<file path="src/rtl/barcode_rx.sv">
// Self-timed serial station-ID receiver: learns half-bit time from the start bit, samples 8 bits MSB first.
// Optional mid-frame watchdog enabled by defining BARCODE_RX_TIMEOUT_EN.
module barcode_rx #(
  parameter int              CNT_W   = 22,
  parameter logic [CNT_W-1:0] TIMEOUT = 22'h3FFFFF
) (
  input  logic       clk,
  input  logic       rst,
  input  logic       BC,
  input  logic       clr_ID_vld,
  output logic [7:0] ID,
  output logic       ID_vld,
  output logic       frm_err,
  output logic       busy
);

  typedef enum logic [2:0] {IDLE, START, WAIT_FALL, SAMPLE, DONE} state_t;

  state_t           state;
  logic             bc_p0, bc_p1, bc_p2;
  logic [CNT_W-1:0] cnt;
  logic [CNT_W-1:0] t_half;
  logic [3:0]       bit_cnt;
  logic [7:0]       shift;
  logic             fall;

  function automatic logic [CNT_W-1:0] sat_inc(input logic [CNT_W-1:0] v);
    return (v == {CNT_W{1'b1}}) ? v : v + 1'b1;
  endfunction

  // Stage p0/p1: synchronizer, p2: previous synchronised value for edge detection
  always_ff @(posedge clk or posedge rst) begin
    if (rst) begin
      bc_p0 <= 1'b1;
      bc_p1 <= 1'b1;
      bc_p2 <= 1'b1;
    end else begin
      bc_p0 <= BC;
      bc_p1 <= bc_p0;
      bc_p2 <= bc_p1;
    end
  end

  assign fall = bc_p2 & ~bc_p1;
  assign busy = (state != IDLE);

`ifdef BARCODE_RX_TIMEOUT_EN
  logic [CNT_W-1:0] wd;
`else
  // TIMEOUT only matters when the watchdog is built in.
  logic unused_timeout;
  assign unused_timeout = ^TIMEOUT;
`endif

  always_ff @(posedge clk or posedge rst) begin
    if (rst) begin
      state   <= IDLE;
      cnt     <= '0;
      t_half  <= '0;
      bit_cnt <= '0;
      shift   <= '0;
      ID      <= 8'h00;
      ID_vld  <= 1'b0;
      frm_err <= 1'b0;
`ifdef BARCODE_RX_TIMEOUT_EN
      wd      <= '0;
`endif
    end else begin
      frm_err <= 1'b0;
      // A DONE-accept later in this block overrides the clear
      if (clr_ID_vld) ID_vld <= 1'b0;
      case (state)
        IDLE: begin
          if (fall) begin
            cnt   <= '0;
            state <= START;
          end
        end
        START: begin
          if (!bc_p1) begin
            cnt <= sat_inc(cnt);
          end else begin
            t_half  <= cnt;
            bit_cnt <= '0;
            if (cnt < CNT_W'(2)) begin
              frm_err <= 1'b1;
              state   <= IDLE;
            end else begin
              state <= WAIT_FALL;
            end
          end
        end
        WAIT_FALL: begin
          if (fall) begin
            cnt   <= '0;
            state <= SAMPLE;
          end
        end
        SAMPLE: begin
          cnt <= sat_inc(cnt);
          if (cnt == t_half) begin
            shift   <= {shift[6:0], bc_p1};
            bit_cnt <= bit_cnt + 4'd1;
            state   <= (bit_cnt == 4'd7) ? DONE : WAIT_FALL;
          end
        end
        DONE: begin
          if (shift[7:6] == 2'b00) begin
            ID     <= shift;
            ID_vld <= 1'b1;
          end else begin
            frm_err <= 1'b1;
          end
          state <= IDLE;
        end
        default: state <= IDLE;
      endcase
`ifdef BARCODE_RX_TIMEOUT_EN
      // Watchdog runs only mid-frame and restarts on every falling edge
      if (state == START || state == WAIT_FALL || state == SAMPLE) begin
        if (fall) begin
          wd <= '0;
        end else if (wd == TIMEOUT) begin
          wd      <= '0;
          frm_err <= 1'b1;
          state   <= IDLE;
        end else begin
          wd <= wd + 1'b1;
        end
      end else begin
        wd <= '0;
      end
`endif
    end
  end

endmodule

</file>
<file path="config.mk">
export PLATFORM = sky130hd
export DESIGN_NAME = barcode_rx
export DESIGN_NICKNAME = d
export VERILOG_FILES = /design/src/rtl/barcode_rx.sv
export SDC_FILE = /design/constraint.sdc
export NUM_CORES = 1
export LEC_CHECK = 0
export BUFFER_PORTS_ARGS = -buffer_cell sky130_fd_sc_hd__buf_2
export CAP_MARGIN = 10
export CELL_PAD_IN_SITES_DETAIL_PLACEMENT = 1
export CELL_PAD_IN_SITES_GLOBAL_PLACEMENT = 2
export CORE_MARGIN = 1
export CORE_UTILIZATION = 30
export DETAILED_ROUTE_END_ITERATION = 8
export MAX_ROUTING_LAYER = met4
export PLACE_DENSITY = 0.73
export SLEW_MARGIN = 15
export SYNTH_ARGS = -nofsm -noshare
export SYNTH_HDL_FRONTEND = slang
export SYNTH_SLANG_ARGS = --single-unit
</file>
<file path="constraint.sdc">
create_clock -name clk -period 6.9 [get_ports clk]
set_input_delay 0.69 -clock clk [delete_from_list [all_inputs] [get_ports clk]]
set_output_delay 0.69 -clock clk [all_outputs]
set_load 0.05 [all_outputs]
</file>
# [Yosys cells after proc, flatten, opt, wreduce, memory -nomap -nowiden]
# Index checks and enable logic that the tools add are counted.
[classes] addsub=2 n_lt_le_gt_ge=1 n_eq_ne=13 n_mux=21 bitwise=2 reduce_logical=12
[ops] op="$mux 22" n=3
[ops] op="$pmux 22 s3" n=1
[ops] op="$add 22x1->22 const B" n=1
[ops] op="$eq 22x22->1" n=1
[ops] op="$eq 22x22->1 const B" n=1
[ops] op="$lt 22x2->1 const B" n=1
[ops] op="$mux 3" n=5
[ops] op="$pmux 3 s4" n=1
[ops] op="$ne 2x2->1 const B" n=5
[ops] op="$mux 4" n=2
[ops] op="$pmux 4 s2" n=1
[ops] op="$eq 3x2->1 const B" n=2
[ops] op="$mux 1" n=6
[ops] op="$reduce_and 2->1" n=3
[ops] op="$reduce_and 3->1" n=2
[ops] op="$reduce_bool 3->1" n=2
[ops] op="$add 4x1->4 const B" n=1
[ops] op="$eq 4x3->1 const B" n=1
[ops] op="$reduce_and 4->1" n=1
[ops] op="$eq 3x1->1 const B" n=1
[ops] op="$eq 3x3->1 const B" n=1
[ops] op="$logic_not 3->1" n=1
[ops] op="$logic_not 2->1" n=1
[ops] op="$mux 2" n=1
[ops] op="other kinds (6)" n=6
[word_totals] regBits=72 output_inout_bits=11 wordCells=62

# [Longest topological paths before layout]
# Gate-level depths: netlist (run 1).
[depth] word_depth=4 mapped_depth=9 ltp_nobuf=6

# [Worst setup path before layout (run 1)]
# No wires, ideal clock.
[synth_timing] path_type="flip-flop to flip-flop" from="register cnt[0]" to="register cnt[8]" setup_ns=0.078 t_arrival_ns=2.084 required_ns=6.822 slack_ns=4.738 path_stages_with_launch=9 path_buffers=2 cell_sequence="dfrtp_1 ha_1 and4_4 buf_6 and4_4 buf_6 a21o_1 or4_1 a21oi_1"
[synth_via] elab_chain_len=4 elab_cells_between_ends=5 cone_classes="add/sub: 1; eq/ne: 1; mux: 3"
[synth_lines] element="start, declared" line_no="21" text="logic [CNT_W-1:0] cnt;"
[synth_lines] element="start signal, assigned" line_no="81" text="cnt <= sat_inc(cnt);"
[synth_lines] element="start signal, assigned" line_no="100" text="cnt <= sat_inc(cnt);"
[synth_lines] element="$add 22x1->22 / $eq 22x22->1 (equally long branches)" line_no="28" text="return (v == {CNT_W{1'b1}}) ? v : v + 1'b1;"
[synth_lines] element="$mux 22 (*)" line_no="28"
[synth_lines] element="$mux 22" line_no="80" text="if (!bc_p1) begin"
[synth_lines] element="$pmux 22 s3 (*)" line_no="72" text="case (state)"
# Mark *: on every way between the ends. The rest lies on a longest branch, timed or not. The select of a mux whose other input is x is not followed.
# A chain may end at the register's enable or synchronous reset.

# [Worst setup path in the final report (run 1)]
[layout_timing] from="register state[0]" to="register cnt[8]"
[layout_via] elab_chain_len=4 elab_cells_between_ends=10 cone_classes="eq/ne: 5; mux: 1; reduce/logical: 4"
[layout_lines] element="start, declared" line_no="19" text="state_t state;"
[layout_lines] element="start signal, assigned" line_no="104" text="state <= (bit_cnt == 4'd7) ? DONE : WAIT_FALL;"
[layout_lines] element="$eq 3x2->1 / $logic_not 3->1 (equally long branches)" line_no="72"
[layout_lines] element="$reduce_or 2->1 (no source line)"
[layout_lines] element="$ne 2x1->1 (no source line) / $reduce_bool 3->1 (equally long branches)"
[layout_lines] element="$reduce_and 3->1 (no source line)"
# Several ways; a longest one is shown, not always the timed one.

==> metrics.md, run 1 <==
| Metric | Value |
|---|---|
| Result of the run | `completed` |
| Total routing resource utilization after global routing | `16.23%` |
| Hold bufs inserted after CTS | `0` |
| Most common cell after layout, fill and taps aside | `sky130_fd_sc_hd__nand2_1` |
| Category of cells accounting for the largest share of critical-path delay | `simple AND/OR/NAND/NOR gates` |
| Effective utilization at floorplan | `31.16%` |
| Count of antenna-violating nets left after detailed routing | `0` |
| Number of iterations in the first detailed-routing pass | `4` |
| Pin count of the biggest net entering global routing | `73` |
| Count of buffers from port buffering | `14` |
| Clock-pin slew reported for the worst setup and hold paths after clock tree synthesis | `0.06 ns` |
| Final cell count without fillers | `526` |
| Distinct cell type count of the synthesized netlist | `45` |
| Max IR drop VDD | `0.1482 mV` |
| Power, Total | `1.286 mW` |
| Post-CTS sizing | `0` |
| Vias post-DR | `2713` |
| Height of the chip | `111.6 µm` |
| Library cell used as clock root buffer | `sky130_fd_sc_hd__clkbuf_16` |
| Number of setup buffers added after CTS | `0` |
| Hold Worst Slack | `0.3599 ns` |
| Relative contribution of combinational cells to total power | `25.0%` |
| Clk pwr share | `32.8%` |
| Setup Skew | `0.004540 ns` |
| Actual transition at the worst max-transition pin | `1.120 ns` |
| Share of cells above drive strength 1 | `14.88%` |
| Final number of hold-violating endpoints | `0` |
| Worst-Skew Late Latency | `0.34 ns` |
| Clock tree from TritonCTS | `done` |
| Count of clock tree sinks | `72` |
| Static Leak | `1.780 nW` |
| Area of the core region | `11560 µm²` |
| Seq cells post-synth | `72` |
| Buffer and inverter count on the worst path | `0` |
| Number of placed instances, taps included | `510` |
| Average footprint of a synthesized cell | `9.533 µm²` |
| IO Pins | `15` |
| Synth-to-layout area growth | `10.73%` |
| Via/cell ratio | `5.158` |
| Antenna violations before repair | `0` |
| Number of warnings printed during yosys synthesis | `0` |
| Final critical path time including I/O delays and setup | `2.517 ns` |
| HPWL after DPL | `6.072 mm` |
| Number of diodes | `0` |
| RSZ-0062 raised after global routing | `no` |
| Switching fraction of total power | `34.13%` |
| Chain of cells forming the critical path | `nor2b_1 > a22oi_1 > a21o_1 > or4_1 > a21oi_1` |
| CP endpoint kind | `register` |
| Fin. max-slew vios | `0` |
| GPL Wtd Cong | `0.7963` |
| Critical Path RT | `7.15 ns` |
| Power density relative to cell area | `322.4 nW/µm²` |
| Path type of the worst min-delay path | `register to register` |
| Max stage delay cell, worst path | `sky130_fd_sc_hd__or4_1` |
| Maximum root-to-sink buffer count | `2` |
| Max Cap Viol | `0` |
| Die Span X | `111.6 µm` |
| Internal power | `0.8473 mW` |
| Register area share after synthesis | `50.10%` |
| Share of the cycle needed by the critical path after routing | `36.47%` |
| Global-route wire length before repair | `15.08 mm` |
| Setup-failing EPs final | `0` |
| Synthesized instance count | `378` |
| Net count of the mapped netlist | `384` |
| Routed length per instance | `17.12 µm` |
| Overall die area | `12450 µm²` |
| Max Freq | `397.3 MHz` |
| Area of the mapped netlist | `3603 µm²` |
| GRT Residual Overflow | `0` |
| Wire length reported by the detailed router | `9.003 mm` |
| Number of DRC violations after detailed routing | `0` |
| Worst-case headroom to the max-slew limit | `25.16%` |
| Net Switching | `0.4391 mW` |
| DRC violation total after the first TritonRoute iteration | `96` |
| Number of core rows | `39` |
| CTS buffer count | `9` |
| Total number of nets in the final design | `384` |
| Most frequent cells in the layout | `sky130_fd_sc_hd__nand2_1 (84), sky130_fd_sc_hd__dfrtp_1 (69), sky130_fd_sc_hd__xnor2_1 (23), sky130_fd_sc_hd__o21ai_0 (23), sky130_fd_sc_hd__a21oi_1 (16)` |
| Nature of the critical path startpoint | `register` |
| CP Class | `register to register` |
| CTS H-tree depth | `3` |
| Longest individual stage delay on the worst path | `0.60 ns` |
| # fillers | `1328` |
| Vias in the first global route | `2808` |
| Data arrival at the endpoint of the critical path | `2.77 ns` |
| Critical Path Fanout Max | `26` |
| Setup TNS | `0 ns` |
| Register share of total power | `42.2%` |
-- logic make-up after synthesis --
| group | Yosys count | share of synthesized area (%) |
|---|---|---|
| fa+ha+maj | 2 | 0.6943 |
| xor+xnor | 24 | 5.833 |
| compound gates | 58 | 9.549 |
| flops | 72 | 50.10 |
| buf+inv | 33 | 4.514 |
| mux | 18 | 5.521 |
| simple gates | 171 | 23.78 |
-- final timing paths --
check / cells past startpoint / to / slack (ns) / from
min in group asynchronous: 3 / t_half[3] / 0.64 / rst
hold reg to reg: 0 / bc_p1 / 0.36 / bc_p0
hold / removal: 0 / bc_p1 / 0.36 / bc_p0
max in group asynchronous: 3 / t_half[20] / 5.67 / rst
setup reg to reg: 5 / cnt[8] / 4.38 / state[0]
setup / recovery: 5 / cnt[8] / 4.38 / state[0]
-- metal layers --
metal | track usage (%) | wire [µm]
met1 | 21.44 | 4418
met5 | - | 0
met2 | 24.08 | 4223
met4 | 6.216 | 150
met3 | 3.811 | 211
-- area by class of cell --
class	instances	area, µm²	share of cell area, %
well taps	143	178.9	4.484
repair buffers	15	77.57	1.944
inverters	7	26.28	0.6585
multi-input cells	273	1635	40.98
clock inverters	5	33.78	0.8467
clock buffers	11	232.7	5.833
flip-flops and latches	72	1805	45.25
-- power by group through the flow --
| stage | combinational (mW) | sequential (mW) | clock (mW) |
|---|---|---|---|
| after CTS | 0.328 | 0.543 | 0.438 |
| final | 0.322 | 0.542 | 0.422 |
| after global placement | 0.315 | 0.546 | 0 |
| after global routing | 0.364 | 0.554 | 0.455 |
| after detailed placement | 0.327 | 0.550 | 0 |
| after floorplan | 0.273 | 0.515 | 0 |
-- synthesized netlist by cell type (all sizes together) --
library cell | number | area [µm²]
nand4 | 14 | 87.58
and3 | 2 | 12.51
nor3 | 6 | 30.03
and2 | 6 | 37.54
dfstp | 3 | 78.83
inv | 7 | 26.28
o31a | 2 | 17.52
mux2i | 3 | 30.03
ha | 2 | 25.02
nand2 | 84 | 315.3
o2111ai | 1 | 8.760
xnor2 | 23 | 201.4
and4 | 4 | 40.04
o31ai | 5 | 37.54
nand3 | 14 | 75.07
o211ai | 1 | 7.510
a21o | 1 | 7.510
a31oi | 2 | 12.51
nor2 | 12 | 45.04
a22o | 2 | 17.52
buf | 14 | 91.33
nor4 | 9 | 75.08
a22oi | 1 | 7.510
nand2b | 1 | 6.260
a2bb2oi | 1 | 8.760
xor2 | 1 | 8.760
nor2b | 3 | 18.77
dfrtp | 69 | 1727
or4 | 6 | 45.04
or3 | 5 | 31.28
nand4b | 1 | 8.760
clkbuf | 12 | 45.04
mux2 | 15 | 168.9
a211oi | 2 | 15.01
or2 | 3 | 18.77
o21ai | 23 | 115.1
a21oi | 16 | 80.08
o221ai | 1 | 8.760
and4b | 1 | 10.01
-- stage by stage --
stage               cell area [µm²]  setup slack [ns]  util (%)
detailed placement             3724             4.416     32.20
global route                   3990             4.129     34.50
floorplan                      3603             4.390         -
CTS                            3990             4.381     34.50
finish                         3990             4.383     34.50
global placement               3724             4.523     32.20
-- state kept, by name, indices dropped and copies added (netlist names) --
register,flops
frm_err,1
t_half,22
bit_cnt,4
state,3
bc_p1,1
bc_p0,1
shift,8
ID,8
cnt,22
bc_p2,1
ID_vld,1
-- worst register-to-register path: cells and delay by family (launching register included) --
family          cells  cell delay, ns
simple gates        2            0.97
flops               1            0.50
compound gates      3            0.96
(Power assumes the default switching activity.)
==> run 2, diff against run 1 <==
--- a/config.mk
+++ b/config.mk
@@ -5,6 +5,7 @@
 export SDC_FILE = /design/constraint.sdc
 export NUM_CORES = 1
 export LEC_CHECK = 0
+export ABC_AREA = 1
 export BUFFER_PORTS_ARGS = -buffer_cell sky130_fd_sc_hd__buf_2
 export CAP_MARGIN = 10
 export CELL_PAD_IN_SITES_DETAIL_PLACEMENT = 1
@@ -13,7 +14,7 @@
 export CORE_UTILIZATION = 30
 export DETAILED_ROUTE_END_ITERATION = 8
 export MAX_ROUTING_LAYER = met4
-export PLACE_DENSITY = 0.73
+export PLACE_DENSITY = 0.8
 export SLEW_MARGIN = 15
 export SYNTH_ARGS = -nofsm -noshare
 export SYNTH_HDL_FRONTEND = slang
==> constraint.sdc (replaced) <==
create_clock -name clk -period 2.09 [get_ports clk]
set_input_delay 0.209 -clock clk [delete_from_list [all_inputs] [get_ports clk]]
set_output_delay 0.209 -clock clk [all_outputs]
set_load 0.05 [all_outputs]
==> metrics.md, run 2 <==
| Metric | Value |
|---|---|
| Worst-case setup margin in the final layout | `0.1946 ns` |
| Register-to-register setup slack | `0.19 ns` |
| Most frequent cells in the layout | `sky130_fd_sc_hd__nand2_1 (176), sky130_fd_sc_hd__dfrtp_1 (69), sky130_fd_sc_hd__inv_1 (58)` |
| Power density relative to cell area | `929.6 nW/µm²` |
| Actual transition at the worst max-transition pin | `0.5999 ns` |
| Synth-to-layout area growth | `15.53%` |
| Setup slack after placement | `0.1866 ns` |
| Wire length reported by the detailed router | `10.35 mm` |
| Most common cell after layout, fill and taps aside | `sky130_fd_sc_hd__nand2_1` |
| Max Cap Viol | `0` |
| Number of iterations in the first detailed-routing pass | `4` |
| Most frequent cell after synthesis | `sky130_fd_sc_hd__nand2_1` |
| Distinct cell type count of the synthesized netlist | `31` |
| Yosys top cell by area | `sky130_fd_sc_hd__dfrtp_1` |
| Net Switching | `1.638 mW` |
| Share of cells above drive strength 1 | `16.87%` |
| Net count of the mapped netlist | `538` |
| Maximum root-to-sink buffer count | `2` |
| Setup Skew | `0.005407 ns` |
| Setup-failing EPs final | `0` |
| CP Class | `register to register` |
| Fraction of post-synthesis cell area in the top cell type by area | `43.21%` |
| Via/cell ratio | `4.633` |
| Largest registers | `cnt x22, t_half x22` |
| Clock tree from TritonCTS | `done` |
| Final number of hold-violating endpoints | `0` |
| Number of warnings printed during yosys synthesis | `0` |
| Met3 track utilization from global routing | `3.161%` |
| Final cell count without fillers | `735` |
| Pin count of the biggest net entering global routing | `51` |
| Area of the mapped netlist | `3996 µm²` |
| Fraction of met1 tracks used by global routing | `20.13%` |
| Number of flops mapped to enable cells by yosys | `0` |
| Count of clock tree sinks | `72` |
| CP endpoint kind | `register` |
| Total routing resource utilization after global routing | `16.98%` |
| HPWL after DPL | `7.699 mm` |
| Critical Path Fanout Max | `31` |
| Met2 track demand over resource in global routing | `27.44%` |
| Height of the chip | `117.4 µm` |
| Nature of the critical path startpoint | `register` |
| Clk pwr share | `35.5%` |
| Global-route wire length before repair | `17.74 mm` |
| Final critical path time including I/O delays and setup | `1.895 ns` |
| GPL Wtd Cong | `0.8867` |
| Static Leak | `2.136 nW` |
| Library cell used as clock root buffer | `sky130_fd_sc_hd__clkbuf_16` |
| Critical Path RT | `2.31 ns` |
| Effective utilization at floorplan | `31.16%` |
| Total number of nets in the final design | `564` |
| Count of buffers from port buffering | `14` |
| Cell types occupying the most area after synthesis | `sky130_fd_sc_hd__dfrtp_1 (43%), sky130_fd_sc_hd__nand2_1 (17%), sky130_fd_sc_hd__inv_1 (5.5%)` |
| Routing layer with the top usage in global route | `met2` |
| Relative contribution of combinational cells to total power | `26.4%` |
| Worst-Skew Late Latency | `0.35 ns` |
| Vias post-DR | `3405` |
| Clock-pin slew reported for the worst setup and hold paths after clock tree synthesis | `0.06 ns` |
| Synthesized instance count | `532` |
| Share of the cycle needed by the critical path after routing | `90.69%` |
| DRC violation total after the first TritonRoute iteration | `179` |
| Share of async-settable or async-resettable flops after synthesis | `100.0%` |
| Fin. max-slew vios | `0` |
| Vias in the first global route | `3622` |
| Switching fraction of total power | `38.18%` |
| CTS H-tree depth | `3` |
| Data arrival at the endpoint of the critical path | `2.12 ns` |
| Setup TNS | `0 ns` |
| Antenna violations before repair | `0` |
| Number of DRC violations after detailed routing | `0` |
| Register share of total power | `38.1%` |
| Number of placed instances, taps included | `717` |
| Count of antenna-violating nets left after detailed routing | `0` |
| Path type of the worst min-delay path | `input pin to register` |
| Max IR drop VDD | `0.3804 mV` |
| Number of core rows | `41` |
| Power, Total | `4.292 mW` |
| Average footprint of a synthesized cell | `7.512 µm²` |
| Register area share after synthesis | `45.18%` |
| Seq cells post-synth | `72` |
| Most frequent cells after synthesis | `sky130_fd_sc_hd__nand2_1 (176), sky130_fd_sc_hd__dfrtp_1 (69), sky130_fd_sc_hd__inv_1 (59)` |
| GRT Residual Overflow | `0` |
| Result of the run | `completed` |
| Worst-case headroom to the max-slew limit | `59.96%` |
| Internal power | `2.653 mW` |
| Die Span X | `117.4 µm` |
| IO Pins | `15` |
| Max Freq | `527.6 MHz` |
| Area of the core region | `12820 µm²` |
| Routed length per instance | `14.08 µm` |
| RSZ-0062 raised after global routing | `no` |
| Overall die area | `13790 µm²` |
| Utilization after layout | `36.00%` |
| Most used flip-flop cell after synthesis | `sky130_fd_sc_hd__dfrtp_1` |
| Number of diodes | `0` |
| CTS buffer count | `9` |
==> run 2: area by class of cell <==
cell class	count	area [µm²]
clock buffer	9	225.2
timing repair buffer	30	232.7
clock inverter	7	62.56
inverter	66	252.7
sequential	72	1805
tap	172	215.2
fill	1612	8208
multi-input combinational	379	1823
==> run 2: what timing repair did <==
| action | 4_1_cts | 5_1_grt |
|---|---|---|
| buffers inserted | 0 | 0 |
| hold endpoints to repair | 22 | 0 |
| resized for setup | 0 | 1 |
| setup endpoints to repair | 0 | 2 |
| hold buffers | 2 | 0 |
==> run 2: kinds of logic (layout without fill, tap and decap cells) <==
kind of cell             after synthesis  in the layout  share of synthesized area [%]
adder cells (fa/ha/maj)                2              2                         0.6261
XOR/XNOR                              14             14                          3.068
buffers and inverters                 81            112                          9.267
flip-flops                            72             72                          45.18
AO/OA/AOI/OAI                         65             65                          9.550
AND/OR/NAND/NOR                      298            298                          32.31
==> run 2: critical path: stages, from the launching register on <==
cell and delay [ns]:
sky130_fd_sc_hd__dfrtp_1 0.46, sky130_fd_sc_hd__ha_2 0.28, sky130_fd_sc_hd__nand2_2 0.10, sky130_fd_sc_hd__nor2_2 0.15
sky130_fd_sc_hd__nand2_2 0.11, sky130_fd_sc_hd__nor2_2 0.10, sky130_fd_sc_hd__nand4_2 0.11, sky130_fd_sc_hd__nand2_4 0.13
sky130_fd_sc_hd__inv_6 0.13, sky130_fd_sc_hd__nand2_2 0.11, sky130_fd_sc_hd__o21ai_2 0.06
==> run 2: path summary, 6_finish.rpt <==
path / from / end / cells past startpoint
max: cnt[0] / cnt[12] / 10
min: clr_ID_vld / ID_vld / 2
max reg2reg: cnt[0] / cnt[12] / 10
min reg2reg: bc_p0 / bc_p1 / 0
max in group asynchronous: rst / bc_p1 / 4
min in group asynchronous: rst / t_half[13] / 3
==> run 2: power groups by stage <==
stage | Combinational, mW | Sequential (mW) | Clock (mW)
floorplan | 0.964 | 1.65 | 0
global placement | 1.12 | 1.65 | 0
detailed placement | 1.15 | 1.66 | 0
CTS | 1.16 | 1.63 | 1.56
global route | 1.28 | 1.66 | 1.61
finish | 1.13 | 1.63 | 1.53
==> run 2: layer usage <==
| metal | part of all wire, % | routed length [µm] | vias up |
|---|---|---|---|
| met5 | 0 | 0 | - |
| met4 | 2.9 | 304 | 0 |
| met3 | 2.1 | 221 | 19 |
| met2 | 48 | 4991 | 40 |
| met1 | 47 | 4835 | 1630 |
| li1 | - | - | 1716 |
==> run 2: stage by stage <==
stage               instance area (µm²)  hold slack, ns
floorplan                          3996          0.2135
global placement                   4307          0.3168
detailed placement                 4307          0.3173
CTS                                4614         0.03759
global route                       4617         0.07199
finish                             4617         0.03882
